## src/rtl/controlador_botoes_n.sv

```systemverilog
// Button controller for N independent channels.
// Each channel has a 2-flop synchronizer, a debounce FSM, hold detection and
// auto-repeat. A combo pulse fires when every channel becomes pressed together.
//
// state       | meaning
// ------------+-----------------------------------------------------------
// SOLTO       | released and debounced; waiting for a press
// DEB_PRESS   | press seen; counting stable cycles before accepting it
// PRESSIONADO | press accepted; counting toward a hold
// SEGURADO    | hold declared; emitting repeat pulses every repeat period
// DEB_SOLTA   | release seen; counting stable cycles before accepting it
module controlador_botoes_n #(
  parameter int N_BOTOES        = 2,
  parameter int DEBOUNCE_CICLOS = 250000,
  parameter int HOLD_CICLOS     = 12000000,
  parameter int REPEAT_CICLOS   = 3000000,
  parameter bit ATIVO_BAIXO     = 1'b1
) (
  input  logic                clk,
  input  logic                rst_n,
  input  logic [N_BOTOES-1:0] b_in,
  output logic [N_BOTOES-1:0] b_out,
  output logic [N_BOTOES-1:0] b_hold_out,
  output logic [N_BOTOES-1:0] b_repeat_out,
  output logic [N_BOTOES-1:0] b_nivel,
  output logic                b_combo
);

  localparam int MAIOR_DH = (DEBOUNCE_CICLOS > HOLD_CICLOS) ? DEBOUNCE_CICLOS : HOLD_CICLOS;
  localparam int MAIOR    = (MAIOR_DH > REPEAT_CICLOS) ? MAIOR_DH : REPEAT_CICLOS;
  localparam int CW       = $clog2(MAIOR) + 1;

  localparam logic [CW-1:0] DEB_FIM  = CW'(DEBOUNCE_CICLOS - 1);
  localparam logic [CW-1:0] HOLD_FIM = CW'(HOLD_CICLOS - 1);
  localparam logic [CW-1:0] REP_FIM  = (REPEAT_CICLOS > 0) ? CW'(REPEAT_CICLOS - 1) : '0;

  // Synchronizers reset to the idle pin level so a reset never looks like a press.
  localparam logic [N_BOTOES-1:0] REPOUSO = {N_BOTOES{ATIVO_BAIXO}};

  typedef enum logic [2:0] {
    SOLTO,
    DEB_PRESS,
    PRESSIONADO,
    SEGURADO,
    DEB_SOLTA
  } estado_t;

  logic [N_BOTOES-1:0] sync_a, sync_b, pressionado;
  logic [N_BOTOES-1:0] nivel_prox;

  // Two-flop synchronizer on every raw pin.
  always_ff @(posedge clk or negedge rst_n) begin
    if (!rst_n) begin
      sync_a <= REPOUSO;
      sync_b <= REPOUSO;
    end else begin
      sync_a <= b_in;
      sync_b <= sync_a;
    end
  end

  assign pressionado = sync_b ^ REPOUSO;

  for (genvar i = 0; i < N_BOTOES; i++) begin : g_canal
    estado_t       estado, estado_nxt;
    logic [CW-1:0] cnt, cnt_nxt;
    logic          curto, curto_nxt;
    logic          nivel, nivel_nxt;
    logic          p_curto, p_curto_nxt;
    logic          p_hold, p_hold_nxt;
    logic          p_rep, p_rep_nxt;

    // Channel state, counter and registered pulse outputs.
    always_ff @(posedge clk or negedge rst_n) begin
      if (!rst_n) begin
        estado  <= SOLTO;
        cnt     <= '0;
        curto   <= 1'b0;
        nivel   <= 1'b0;
        p_curto <= 1'b0;
        p_hold  <= 1'b0;
        p_rep   <= 1'b0;
      end else begin
        estado  <= estado_nxt;
        cnt     <= cnt_nxt;
        curto   <= curto_nxt;
        nivel   <= nivel_nxt;
        p_curto <= p_curto_nxt;
        p_hold  <= p_hold_nxt;
        p_rep   <= p_rep_nxt;
      end
    end

    // Next-state, counter and pulse decisions for one channel.
    always_comb begin
      estado_nxt  = estado;
      cnt_nxt     = cnt;
      curto_nxt   = curto;
      nivel_nxt   = nivel;
      p_curto_nxt = 1'b0;
      p_hold_nxt  = 1'b0;
      p_rep_nxt   = 1'b0;
      case (estado)
        SOLTO: begin
          if (pressionado[i]) begin
            estado_nxt = DEB_PRESS;
            cnt_nxt    = '0;
          end
        end
        DEB_PRESS: begin
          if (!pressionado[i]) begin
            estado_nxt = SOLTO;
          end else if (cnt == DEB_FIM) begin
            estado_nxt = PRESSIONADO;
            nivel_nxt  = 1'b1;
            cnt_nxt    = '0;
          end else begin
            cnt_nxt = cnt + CW'(1);
          end
        end
        PRESSIONADO: begin
          if (!pressionado[i]) begin
            estado_nxt = DEB_SOLTA;
            curto_nxt  = 1'b1;
            cnt_nxt    = '0;
          end else if (cnt == HOLD_FIM) begin
            estado_nxt = SEGURADO;
            p_hold_nxt = 1'b1;
            cnt_nxt    = '0;
          end else begin
            cnt_nxt = cnt + CW'(1);
          end
        end
        SEGURADO: begin
          if (!pressionado[i]) begin
            estado_nxt = DEB_SOLTA;
            curto_nxt  = 1'b0;
            cnt_nxt    = '0;
          end else if (REPEAT_CICLOS > 0) begin
            if (cnt == REP_FIM) begin
              p_rep_nxt = 1'b1;
              cnt_nxt   = '0;
            end else begin
              cnt_nxt = cnt + CW'(1);
            end
          end
        end
        DEB_SOLTA: begin
          // A bounce sends us back to where the release started, timer restarted.
          if (pressionado[i]) begin
            estado_nxt = curto ? PRESSIONADO : SEGURADO;
            cnt_nxt    = '0;
          end else if (cnt == DEB_FIM) begin
            estado_nxt  = SOLTO;
            nivel_nxt   = 1'b0;
            p_curto_nxt = curto;
            cnt_nxt     = '0;
          end else begin
            cnt_nxt = cnt + CW'(1);
          end
        end
        default: begin
          estado_nxt = SOLTO;
          cnt_nxt    = '0;
        end
      endcase
    end

    assign nivel_prox[i]   = nivel_nxt;
    assign b_nivel[i]      = nivel;
    assign b_out[i]        = p_curto;
    assign b_hold_out[i]   = p_hold;
    assign b_repeat_out[i] = p_rep;
  end

  // Combo fires in the same cycle the registered levels become all-pressed.
  always_ff @(posedge clk or negedge rst_n) begin
    if (!rst_n) begin
      b_combo <= 1'b0;
    end else begin
      b_combo <= (&nivel_prox) & ~(&b_nivel);
    end
  end

endmodule

```

## config.mk

```make
export PLATFORM = sky130hd
export DESIGN_NAME = controlador_botoes_n
export DESIGN_NICKNAME = d
export VERILOG_FILES = /design/src/rtl/controlador_botoes_n.sv
export SDC_FILE = /design/constraint.sdc
export NUM_CORES = 1
export LEC_CHECK = 0
export CELL_PAD_IN_SITES_DETAIL_PLACEMENT = 1
export CELL_PAD_IN_SITES_GLOBAL_PLACEMENT = 2
export CORE_MARGIN = 8
export CORE_UTILIZATION = 39
export DETAILED_ROUTE_END_ITERATION = 6
export HOLD_SLACK_MARGIN = 0.06
export PLACE_DENSITY_LB_ADDON = 0.1
export SYNTH_ARGS = -nofsm -noshare
export SYNTH_HDL_FRONTEND = slang
export SYNTH_SLANG_ARGS = --single-unit
```

## constraint.sdc

```tcl
create_clock -name clk -period 3.45 [get_ports clk]
set_input_delay 0.69 -clock clk [delete_from_list [all_inputs] [get_ports clk]]
set_output_delay 0.69 -clock clk [all_outputs]
set_load 0.02 [all_outputs]
```

==> impl_metrics.csv <==
group,metric,value,unit
timing,fin_crit,3.05,ns
cells_and_area,final_cell_mix,"67 x dfrtp_1, 65 x nand2_1, 32 x nand3_1",
timing,fin_tns_setup,0,ns
global_route,antenna_found_initial,0,
synthesis,synth.mux.area_fraction,0.239,%
timing,clock.fmax,0.328,GHz
global_route,grt_pass1_wl,20000,µm
route,wirelength,11900,µm
timing,rsz0062_at_grt,"no",
synthesis,synth_top_family_by_area,"simple AND/OR/NAND/NOR gates",
cts,clockBufferDepth,2,
route,drt-wirelength-per-cell,19.3,µm
cells_and_area,layout_commonest_cell,"dfrtp_1",
timing,drv_slew,0,
synthesis,synth_nets,486,
synthesis,synth-async-reset-ratio,100,%
synthesis,synth_area,4190,µm²
cells_and_area,nets,481,
synthesis,ys_seq_elements,71,
cts,post_cts_buffers,0,
floorplanning,core,10700,µm²
critical_path,crit_required,3.67,ns
cts,clk_latency,0.38,ns
global_route,grt_overflow,0,
cts,ctsHoldBuffers,0,
cts,clock_sinks,71,
floorplanning,rows,38,
critical_path,arrival,3.27,ns
route,drtIter0Drc,374,
cells_and_area,insertedDiodeCount,0,
critical_path,critPathLaunchType,"flop",
cts,cts_tree,"done",
pwr,peakVddDrop,0.000211,V
synthesis,synth-compound-area-share,16.9,%
synthesis,synth_edf_count,0,
pwr,powerDensity,365,nW/µm²
cells_and_area,fill_cells,1274,
synthesis,synthFlopType,"dfrtp_1",
synthesis,syn_area_per_cell,8.76,µm²
critical_path,critPathKind,"reg -> reg",
timing,fin_crit_sh,88.4,%
timing,skew,0.0130,ns
floorplanning,ios,13,
timing,setup_violations,0,
synthesis,yosys.area_share.simple,31.8,%
synthesis,postSynthCellCount,479,
global_route,grt_util_all_layers,17.6,%
synthesis,synth-warning-count,0,
synthesis,synth-xor-area-share,2.09,%
synthesis,synthDistinctLibCells,61,
cts,clk_pin_slew,0.08,ns
route,ant_nets,0,
floorplanning,start_util,39.4,%
global_route,grt_max_degree,72,
timing,relSlewSlack,35.6,%
cts,numCtsBuffers,9,
global_route,grt_pass1_vias,3688,
synthesis,yosysSeqAreaShare,42.5,%
cells_and_area,final_cell_area,4560,µm²
cts,cts-root-buf,"clkbuf_8",
route,vias_per_cell,6.01,
min_path,worstHoldPathType,"reg -> reg",
place,port_buffers,12,
floorplanning,die_w,120,µm
cells_and_area,drive_gt1_share,10.2,%
route,vias,3718,
pwr,p_leak,1.75,nW
place,hpwlAfterDp,8220,µm
critical_path,path_max_fanout,9,
timing,worst_slew_pin_slew,0.966,ns
route,drc,0,
route,drt_first_pass_iters,4,
run,drv_cap,0,
run_status,status,"complete, no violations",
synthesis,synth_adder_area_share,0.895,%
cts,cts.htree.levels,3,
floorplanning,dieArea,14300,µm²
cts,postCtsResizedCells,0,
cells_and_area,area_delta_synth_final,8.65,%
place,dpl_cell_area,4360,µm²
critical_path,end_kind,"flop",
place,routabilityCongestion,0.857,
floorplanning,die_height,120,µm
timing,hold_violations,0,
-- Yosys cell counts (all sizes together) (12+ instances only) --
master / instances / share of area, %
dfrtp: 67 / 40
nand2: 65 / 5.8
nand3: 32 / 3.8
nor2: 32 / 3.2
o21ai: 30 / 3.8
clkbuf: 23 / 2.1
nor3: 21 / 2.5
nand4: 19 / 2.8
buf: 14 / 2.6
nor4: 14 / 2.4
a21oi: 12 / 1.4
-- worst max-delay path, stage by stage, from the launching register on --
cell	delay [ns]
dfrtp_1	0.42
or4_1	0.56
or4_4	0.55
nor4_4	0.40
o22ai_2	0.27
o21ai_2	0.44
o311ai_0	0.24
-- sequential cells by signal, indices dropped and copies added (netlist names) --
signal and cells:
b_combo 1, g_canal.cnt 50, g_canal.curto 2, g_canal.estado 6, g_canal.nivel 2, g_canal.p_curto 2
g_canal.p_hold 2, g_canal.p_rep 2, sync_a 2, sync_b 2
-- cells by family after synthesis --
group | after synthesis
simple gates | 247
compound gates | 100
flops | 71
buf+inv | 47
xor+xnor | 10
fa+ha+maj | 3
mux | 1
-- through the flow --
step	util, %	hold WS, ns	worst slack [ns]	cells	power (mW)
2_1_floorplan	-	0.345	0.822	479	0.951
3_3_place_gp	41.0	0.347	0.439	603	0.995
3_5_place_dp	41.0	0.347	0.417	603	0.999
4_1_cts	42.8	0.366	0.407	619	1.69
5_1_grt	42.8	0.373	0.241	619	1.73
6_report	42.8	0.365	0.399	619	1.66
-- power breakdown --
part           switching (mW)  total [mW]  internal (mW)
Sequential             0.0278       0.878          0.850
Combinational          0.0731       0.104         0.0313
Clock                   0.344       0.680          0.336
-- area by class of cell --
| class | count | area (µm²) | share of cell area, % |
|---|---|---|---|
| Clock inverter | 3 | 15.0 | 0.329 |
| Clock buffer | 13 | 179 | 3.93 |
| Multi-Input combinational cell | 361 | 2180 | 47.9 |
| Inverter | 10 | 37.5 | 0.824 |
| Timing Repair Buffer | 21 | 185 | 4.06 |
| Sequential cell | 71 | 1780 | 39.1 |
| Tap cell | 140 | 175 | 3.84 |
-- worst paths after layout --
path | cells after the start | end | slack (ns) | start
worst max-delay path | 6 | g_canal[0].cnt[17]$_DFFE_PN0P_ | 0.40 | g_canal[0].cnt[22]$_DFFE_PN0P_
worst min-delay path | 0 | sync_b[1]$_DFF_PN1_ | 0.37 | sync_a[1]$_DFF_PN1_
worst max register to register | 6 | g_canal[0].cnt[17]$_DFFE_PN0P_ | 0.40 | g_canal[0].cnt[22]$_DFFE_PN0P_
max in group asynchronous | 1 | g_canal[0].cnt[14]$_DFFE_PN0P_ | 2.37 | rst_n
min in group asynchronous | 1 | g_canal[1].p_hold$_DFF_PN0_ | 0.45 | rst_n
worst min register to register | 0 | sync_b[1]$_DFF_PN1_ | 0.37 | sync_a[1]$_DFF_PN1_
-- layer usage --
layer	track usage [%]	part of all wire, %	routed length (µm)	vias up
met5	0	0	0	-
met4	7.03	1.4	167	0
met3	4.60	5.2	615	16
met2	25.3	43	5140	73
met1	24.8	50	6010	1872
li1	-	-	-	1757
No activity file was read; power rests on OpenSTA's default activity.
